[config.mk]
export PLATFORM = sky130hd
export DESIGN_NAME = nexys_starship_spawn_ctrl_flat
export DESIGN_NICKNAME = d
export VERILOG_FILES = /design/src/rtl/nexys_starship_spawn_ctrl_if.sv /design/src/rtl/nexys_starship_spawn_ctrl.sv /design/src/flat_wrapper.sv
export SDC_FILE = /design/constraint.sdc
export NUM_CORES = 1
export LEC_CHECK = 0
export CAP_MARGIN = 10
export CORE_MARGIN = 2
export CORE_UTILIZATION = 50
export CTS_BUF_LIST = sky130_fd_sc_hd__clkbuf_4 sky130_fd_sc_hd__clkbuf_8
export DETAILED_ROUTE_END_ITERATION = 8
export PLACE_DENSITY_LB_ADDON = 0.15
export SLEW_MARGIN = 15
export SYNTH_ARGS = -nofsm -noshare
export SYNTH_HDL_FRONTEND = slang
export SYNTH_SLANG_ARGS = --single-unit
[constraint.sdc]
create_clock -name Clk -period 4.4 [get_ports Clk]
set_clock_uncertainty 0.2 [all_clocks]
set_input_delay 0.88 -clock Clk [delete_from_list [all_inputs] [get_ports Clk]]
set_output_delay 0.88 -clock Clk [all_outputs]
set_load 0.02 [all_outputs]
[src/rtl/nexys_starship_spawn_ctrl_if.sv]
// Lane handshake bundle between the spawn scheduler and the four monster lanes.
//   lane_random : one-hot spawn grant, driven by the scheduler (master)
//   lane_full   : per-lane monster-present flags, driven by the lanes (slave)
interface nexys_starship_spawn_ctrl_if;
  logic [3:0] lane_random;
  logic [3:0] lane_full;

  modport master (output lane_random, input lane_full);
  modport slave  (input lane_random, output lane_full);
endinterface

[src/rtl/nexys_starship_spawn_ctrl.sv]
// Spawn scheduler for the four monster lanes (0=left, 1=right, 2=top, 3=bottom).
// Paces spawn attempts on timer_tick, picks a pseudo-random empty lane, caps the
// number of concurrent monsters by level and raises the level as spawns land.
// Ports:
//   Clk, Reset (async, active-low)
//   timer_tick     : one-Clk pulse at game timer rate
//   play_flag      : game start request
//   gameover_ctrl  : game over from the top level
//   lanes          : lane_random (one-hot grant out), lane_full (occupancy in)
//   level          : current difficulty level
//   active_count   : number of occupied lanes
//   q_Idle/q_Wait/q_Grant/q_Halt : one-hot state indicators
module nexys_starship_spawn_ctrl #(
  parameter logic [15:0] LFSR_SEED        = 16'hACE1,
  parameter int unsigned BASE_INTERVAL    = 8,
  parameter int unsigned MIN_INTERVAL     = 3,
  parameter int unsigned INTERVAL_STEP    = 1,
  parameter int unsigned SPAWNS_PER_LEVEL = 6,
  parameter int unsigned MAX_LEVEL        = 7,
  parameter int unsigned GRANT_TIMEOUT    = 64
) (
  input  logic                               Clk,
  input  logic                               Reset,
  input  logic                               timer_tick,
  input  logic                               play_flag,
  input  logic                               gameover_ctrl,
  nexys_starship_spawn_ctrl_if.master        lanes,
  output logic [3:0]                         level,
  output logic [2:0]                         active_count,
  output logic                               q_Idle,
  output logic                               q_Wait,
  output logic                               q_Grant,
  output logic                               q_Halt
);

  localparam int unsigned LVL_W  = 4;
  localparam int unsigned ICNT_W = 8;
  localparam int unsigned SCNT_W = $clog2(SPAWNS_PER_LEVEL + 1);
  localparam int unsigned GT_W   = $clog2(GRANT_TIMEOUT + 1);
  // Galois mask for x^16 + x^14 + x^13 + x^11 (right-shifting form)
  localparam logic [15:0] LFSR_TAPS = 16'hB400;

  // One-hot encoding so the state flops drive the q_* indicators directly
  typedef enum logic [3:0] {
    S_IDLE  = 4'b0001,
    S_WAIT  = 4'b0010,
    S_GRANT = 4'b0100,
    S_HALT  = 4'b1000
  } state_t;

  state_t            state_q;
  logic [3:0]        lane_random_q;
  logic [1:0]        lane_q;
  logic [15:0]       lfsr_q;
  logic [ICNT_W-1:0] icnt_q;
  logic [SCNT_W-1:0] scnt_q;
  logic [GT_W-1:0]   gtmr_q;

  logic [2:0]        active_c;
  logic [2:0]        max_active_c;
  logic [ICNT_W-1:0] interval_c;
  logic [31:0]       dec_c;
  logic [15:0]       lfsr_adv_c;
  logic              pick_found_c;
  logic [1:0]        pick_lane_c;
  logic [1:0]        probe_c;

  assign lanes.lane_random = lane_random_q;
  assign q_Idle  = state_q[0];
  assign q_Wait  = state_q[1];
  assign q_Grant = state_q[2];
  assign q_Halt  = state_q[3];

  // Occupancy, concurrency cap and level-dependent spawn interval
  always_comb begin : derive
    active_c = 3'd0;
    for (int i = 0; i < 4; i++) begin
      active_c = active_c + 3'(lanes.lane_full[i]);
    end
    max_active_c = (level >= 4'd3) ? 3'd4 : 3'(level + 4'd1);
    dec_c        = 32'(level) * INTERVAL_STEP;
    // Saturate at the floor instead of letting the subtraction wrap
    interval_c   = ((dec_c + MIN_INTERVAL) >= BASE_INTERVAL) ? ICNT_W'(MIN_INTERVAL)
                                                              : ICNT_W'(BASE_INTERVAL - dec_c);
    lfsr_adv_c   = lfsr_q[0] ? ((lfsr_q >> 1) ^ LFSR_TAPS) : (lfsr_q >> 1);
  end

  // First empty lane starting at the random candidate, wrapping mod 4
  always_comb begin : pick
    pick_found_c = 1'b0;
    pick_lane_c  = 2'd0;
    probe_c      = 2'd0;
    for (int k = 0; k < 4; k++) begin
      probe_c = lfsr_q[1:0] + 2'(k);
      if (!pick_found_c && !lanes.lane_full[probe_c]) begin
        pick_found_c = 1'b1;
        pick_lane_c  = probe_c;
      end
    end
  end

  // Scheduler state machine with registered outputs
  always_ff @(posedge Clk or negedge Reset) begin
    if (!Reset) begin
      state_q       <= S_IDLE;
      lane_random_q <= 4'd0;
      lane_q        <= 2'd0;
      level         <= '0;
      active_count  <= 3'd0;
      lfsr_q        <= LFSR_SEED;
      icnt_q        <= '0;
      scnt_q        <= '0;
      gtmr_q        <= '0;
    end else begin
      active_count <= active_c;

      // Free-running outside IDLE; a zero value would lock up, so reseed it
      if (state_q != S_IDLE) begin
        lfsr_q <= (lfsr_q == 16'd0) ? LFSR_SEED : lfsr_adv_c;
      end

      case (state_q)
        S_IDLE: begin
          lane_random_q <= 4'd0;
          level         <= '0;
          icnt_q        <= '0;
          scnt_q        <= '0;
          gtmr_q        <= '0;
          if (play_flag) begin
            state_q <= S_WAIT;
          end
        end

        S_WAIT: begin
          lane_random_q <= 4'd0;
          if (gameover_ctrl) begin
            state_q <= S_HALT;
          end else if (timer_tick) begin
            if ((icnt_q + ICNT_W'(1)) == interval_c) begin
              icnt_q <= '0;
              // A failed pick just skips this attempt
              if (pick_found_c && (active_c < max_active_c)) begin
                lane_q        <= pick_lane_c;
                lane_random_q <= 4'b0001 << pick_lane_c;
                gtmr_q        <= '0;
                state_q       <= S_GRANT;
              end
            end else begin
              icnt_q <= icnt_q + ICNT_W'(1);
            end
          end
        end

        S_GRANT: begin
          if (gameover_ctrl) begin
            lane_random_q <= 4'd0;
            state_q       <= S_HALT;
          end else if (lanes.lane_full[lane_q]) begin
            lane_random_q <= 4'd0;
            state_q       <= S_WAIT;
            if (scnt_q == SCNT_W'(SPAWNS_PER_LEVEL - 1)) begin
              scnt_q <= '0;
              if (level < LVL_W'(MAX_LEVEL)) begin
                level <= level + LVL_W'(1);
              end
            end else begin
              scnt_q <= scnt_q + SCNT_W'(1);
            end
          end else if (gtmr_q == GT_W'(GRANT_TIMEOUT - 1)) begin
            // Lane never took the grant; abandon it without counting a spawn
            lane_random_q <= 4'd0;
            state_q       <= S_WAIT;
          end else begin
            gtmr_q <= gtmr_q + GT_W'(1);
          end
        end

        S_HALT: begin
          lane_random_q <= 4'd0;
          if (!play_flag && !gameover_ctrl) begin
            state_q <= S_IDLE;
            level   <= '0;
            icnt_q  <= '0;
            scnt_q  <= '0;
            gtmr_q  <= '0;
          end
        end

        default: begin
          lane_random_q <= 4'd0;
          state_q       <= S_IDLE;
        end
      endcase
    end
  end

endmodule

[src/flat_wrapper.sv]
// flat-port wrapper written by rule: the top's interface ports become plain ports
module nexys_starship_spawn_ctrl_flat 
#(
  parameter logic [15:0] LFSR_SEED        = 16'hACE1,
  parameter int unsigned BASE_INTERVAL    = 8,
  parameter int unsigned MIN_INTERVAL     = 3,
  parameter int unsigned INTERVAL_STEP    = 1,
  parameter int unsigned SPAWNS_PER_LEVEL = 6,
  parameter int unsigned MAX_LEVEL        = 7,
  parameter int unsigned GRANT_TIMEOUT    = 64
)
  (Clk, Reset, timer_tick, play_flag, gameover_ctrl, level, active_count, q_Idle, q_Wait, q_Grant, q_Halt, lanes_lane_random, lanes_lane_full);
  nexys_starship_spawn_ctrl_if lanes_i ();
  input  logic Clk;
  input  logic Reset;
  input  logic timer_tick;
  input  logic play_flag;
  input  logic gameover_ctrl;
  output logic [3:0] level;
  output logic [2:0] active_count;
  output logic q_Idle;
  output logic q_Wait;
  output logic q_Grant;
  output logic q_Halt;
  output wire logic [$bits(lanes_i.lane_random)-1:0] lanes_lane_random;
  input wire logic [$bits(lanes_i.lane_full)-1:0] lanes_lane_full;
  assign lanes_lane_random = lanes_i.lane_random;
  assign lanes_i.lane_full = lanes_lane_full;
  nexys_starship_spawn_ctrl #(.LFSR_SEED(LFSR_SEED), .BASE_INTERVAL(BASE_INTERVAL), .MIN_INTERVAL(MIN_INTERVAL), .INTERVAL_STEP(INTERVAL_STEP), .SPAWNS_PER_LEVEL(SPAWNS_PER_LEVEL), .MAX_LEVEL(MAX_LEVEL), .GRANT_TIMEOUT(GRANT_TIMEOUT)) u_core (.Clk(Clk), .Reset(Reset), .timer_tick(timer_tick), .play_flag(play_flag), .gameover_ctrl(gameover_ctrl), .lanes(lanes_i), .level(level), .active_count(active_count), .q_Idle(q_Idle), .q_Wait(q_Wait), .q_Grant(q_Grant), .q_Halt(q_Halt));
endmodule
==> impl_metrics.env <==
export IMPL_max_slew_margin_rel=0.5650
export IMPL_synth_main_ff_cell="dfrtp_1"
export IMPL_crit_start="lanes_lane_full[2]"
export IMPL_synth_fp_nets=349
export IMPL_die_x_um=84.06
export IMPL_h_tree_depth=2
export IMPL_synth_compound_area_frac=0.1906
export IMPL_syn_avg_cell_area_um2=9.710
export IMPL_fmax_mhz=263.4
export IMPL_synthTopCellsByArea="dfrtp_1, dfstp_2, mux4_2, ha_1, nand2_1"
export IMPL_dp_cells=417
export IMPL_clockRootBuffer="clkbuf_8"
export IMPL_cts_path_max_buffers=2
export IMPL_worstPathArrival_ns=3.79
export IMPL_rsz0062_at_grt="false"
export IMPL_cts_buffers=5
export IMPL_cts_setup_buffers=0
export IMPL_p_switching_mw=0.7126
export IMPL_drc_errors=0
export IMPL_synth_cells=330
export IMPL_startpoint_type="input port"
export IMPL_cts_tree="done"
export IMPL_synth_edf_count=0
export IMPL_critPathCapture="u_core.lane_q[1]$_DFFE_PN0P_"
export IMPL_power_density_nw_per_um2=500.5
export IMPL_critical_path_endpoint_type="register"
export IMPL_core_um2=6277
export IMPL_grt_pass1_wl_um=11770
export IMPL_instances_no_fill=425
export IMPL_fill_cells=576
export IMPL_grt_overflow_total=0
export IMPL_synth_area_leader_cell="dfrtp_1"
export IMPL_die_area_um2=7065
export IMPL_io_buffers=23
export IMPL_viasPerCell=6.096
export IMPL_async_flop_share=1.000
export IMPL_layout_common_cells="dfrtp_1, nand2_1, nor2_1, clkdlybuf4s50_1, inv_1"
export IMPL_grt_total_usage=0.2035
export IMPL_r2r_worst_path_cells=9
export IMPL_synthXorXnorAreaFrac=0.04373
export IMPL_path_class="in2reg"
export IMPL_leakagePower_nw=1.537
export IMPL_synth_simple_area_share=0.1874
export IMPL_rr_endpoint="u_core.lane_q[1]$_DFFE_PN0P_"
export IMPL_r2r_setup_slack_ns=1.22
export IMPL_synth_top_family_by_area="compound AO/OA/AOI/OAI gates"
export IMPL_critPathMaxFanout=9
export IMPL_setup_violations=0
export IMPL_worstMarginPinSlew_ns=0.6525
export IMPL_drt_iter0_markers=134
export IMPL_syn_area_um2=3204
export IMPL_seq_area_frac_synth=0.4018
export IMPL_antenna_found_initial=0
export IMPL_ys_ff_latch=51
export IMPL_fin_crit_sh=0.8627
export IMPL_rows=29
export IMPL_tns_ns=0
export IMPL_drt_wl_total_um=6765
export IMPL_place_gp_congestion=0.8759
export IMPL_boundaryPins=24
export IMPL_dp_hpwl_um=4971
export IMPL_seqPwrFrac=0.414
export IMPL_ant_nets=0
export IMPL_clk_pin_slew_ns=0.09
export IMPL_hp_class="reg2reg"
export IMPL_cts_hold_fix_buffers=0
export IMPL_num_nets_final=366
export IMPL_pwr_share_comb=0.421
export IMPL_finalMaxSlewViolations=0
export IMPL_die_h_um=84.06
export IMPL_hold_start="u_core.lanes.lane_random[3]$_DFFE_PN0N_"
export IMPL_grt_max_degree=29
export IMPL_synth_distinct_cells=68
export IMPL_timing_rr_start="u_core.lfsr_q[0]$_DFFE_PN1N_"
export IMPL_intPower_mw=1.080
export IMPL_critPathRequiredTime_ns=4.39
export IMPL_area_delta_synth_final_pct=11.79
export IMPL_dr_pass1_iters=4
export IMPL_synth_mux_area_frac=0.09059
export IMPL_layout_commonest_cell="dfrtp_1"
export IMPL_clock_insertion_delay_worst_skew_ns=0.31
export IMPL_yosysWarnings=0
export IMPL_hold_viol_final=0
export IMPL_peakVddDrop_mv=0.3754
export IMPL_cts_sinks=51
export IMPL_antennaDiodeCount=0
export IMPL_fin_crit_ns=3.796
export IMPL_yosys_area_share_adder=0.04139
export IMPL_drv_cap=0
export IMPL_postCtsResizedCells=0
export IMPL_first_global_vias=2402
export IMPL_seqCellArea_um2=1287
export IMPL_setup_ws_ns=0.6039
export IMPL_start_util=0.5105
export IMPL_drive_gt1_frac=0.1293
export IMPL_dp_slack_ns=0.2969
export IMPL_status="complete, no violations"
export IMPL_multiInputGateArea_um2=1774
export IMPL_post_drt_wl_per_cell_um=15.92
export IMPL_switching_share=0.3975
export IMPL_yosys_area_top_type_share=0.3280
export IMPL_routed_via_count=2591
export IMPL_clkPwrFrac=0.165
## worst max-delay path: stages
cell             delay [ns]
clkdlybuf4s50_1        0.62
inv_1                  0.14
fa_1                   0.43
inv_1                  0.07
ha_1                   0.24
ha_1                   0.30
inv_1                  0.05
a31oi_1                0.03
o21ai_0                0.21
nand3b_1               0.12
nor2_1                 0.19
and2_4                 0.18
mux2_1                 0.30
## cell usage after synthesis, drive strengths merged, types with 4 or more instances
cell type / instances
nor3: 6
dfstp: 9
mux2i: 5
nor2: 22
o21ai: 22
a22o: 7
nand2: 27
inv: 18
buf: 7
dfrtp: 42
mux4: 6
ha: 9
a21oi: 13
xor2: 10
a31oi: 4
clkbuf: 10
o22a: 8
xnor2: 6
nand2b: 6
mux2: 9
nand3: 15
and2: 4
o21a: 4
a211oi: 5
## sequential cells by signal, summed over array words and instances (netlist names)
name,count
u_core.gtmr_q,7
u_core.lfsr_q,16
u_core.level,4
u_core.lanes.lane_random,4
u_core.scnt_q,3
u_core.icnt_q,8
u_core.active_count,3
u_core.state_q,4
u_core.lane_q,2
## kinds of logic (layout without fill, tap and decap cells)
logic type	Yosys count	in the layout
and+or+nand+nor	112	112
AOI/OAI and AO/OA	85	85
muxes	20	20
DFF	51	51
xor gates and xnor gates	16	16
adders and majority gates	10	10
buffers and inverters	36	54
## per-layer routing
metal | vias up | routed length (µm) | track usage
met5 | - | 0 | 0
met4 | 0 | 95 | 0.06012
met3 | 11 | 161 | 0.03165
met1 | 1284 | 3283 | 0.2944
met2 | 45 | 3225 | 0.3160
li1 | 1251 | - | -
## power by group through the flow
stage	clock network, mW	logic, mW	registers [mW]
after CTS	0.304	0.758	0.745
after global routing	0.323	0.854	0.768
final	0.296	0.754	0.743
after floorplan	0	0.642	0.678
after global placement	0	0.746	0.751
after detailed placement	0	0.755	0.753
## area by class of cell
class / count / area share
Timing Repair Buffer: 27 / 0.07125
Sequential cell: 51 / 0.3594
Clock inverter: 3 / 0.008034
Tap cell: 77 / 0.02689
Multi-Input combinational cell: 243 / 0.4953
Clock buffer: 5 / 0.01921
Inverter: 19 / 0.01991
## how the worst min path moves through the flow
stage | end | slack (ns) | cells after the start
floorplan | u_core.gtmr_q[6]$_DFFE_PN0P_ | 0.26 | 1
global placement | u_core.lanes.lane_random[1]$_DFFE_PN0N_ | 0.27 | 2
detailed placement | u_core.lanes.lane_random[3]$_DFFE_PN0N_ | 0.27 | 2
CTS | u_core.lanes.lane_random[3]$_DFFE_PN0N_ | 0.29 | 2
global route | u_core.lanes.lane_random[1]$_DFFE_PN0N_ | 0.32 | 2
finish | u_core.lanes.lane_random[3]$_DFFE_PN0N_ | 0.29 | 2
## per-stage QoR
stage	hold slack (ns)	utilization	instance area (µm²)	total power, mW
6_report	0.2865	0.5707	3582	1.793
3_3_place_gp	0.2678	0.5551	3485	1.497
4_1_cts	0.2931	0.5707	3582	1.807
3_5_place_dp	0.2706	0.5551	3485	1.508
2_1_floorplan	0.2590	-	3204	1.320
5_1_grt	0.3235	0.5707	3582	1.944
(Power assumes the default switching activity.)
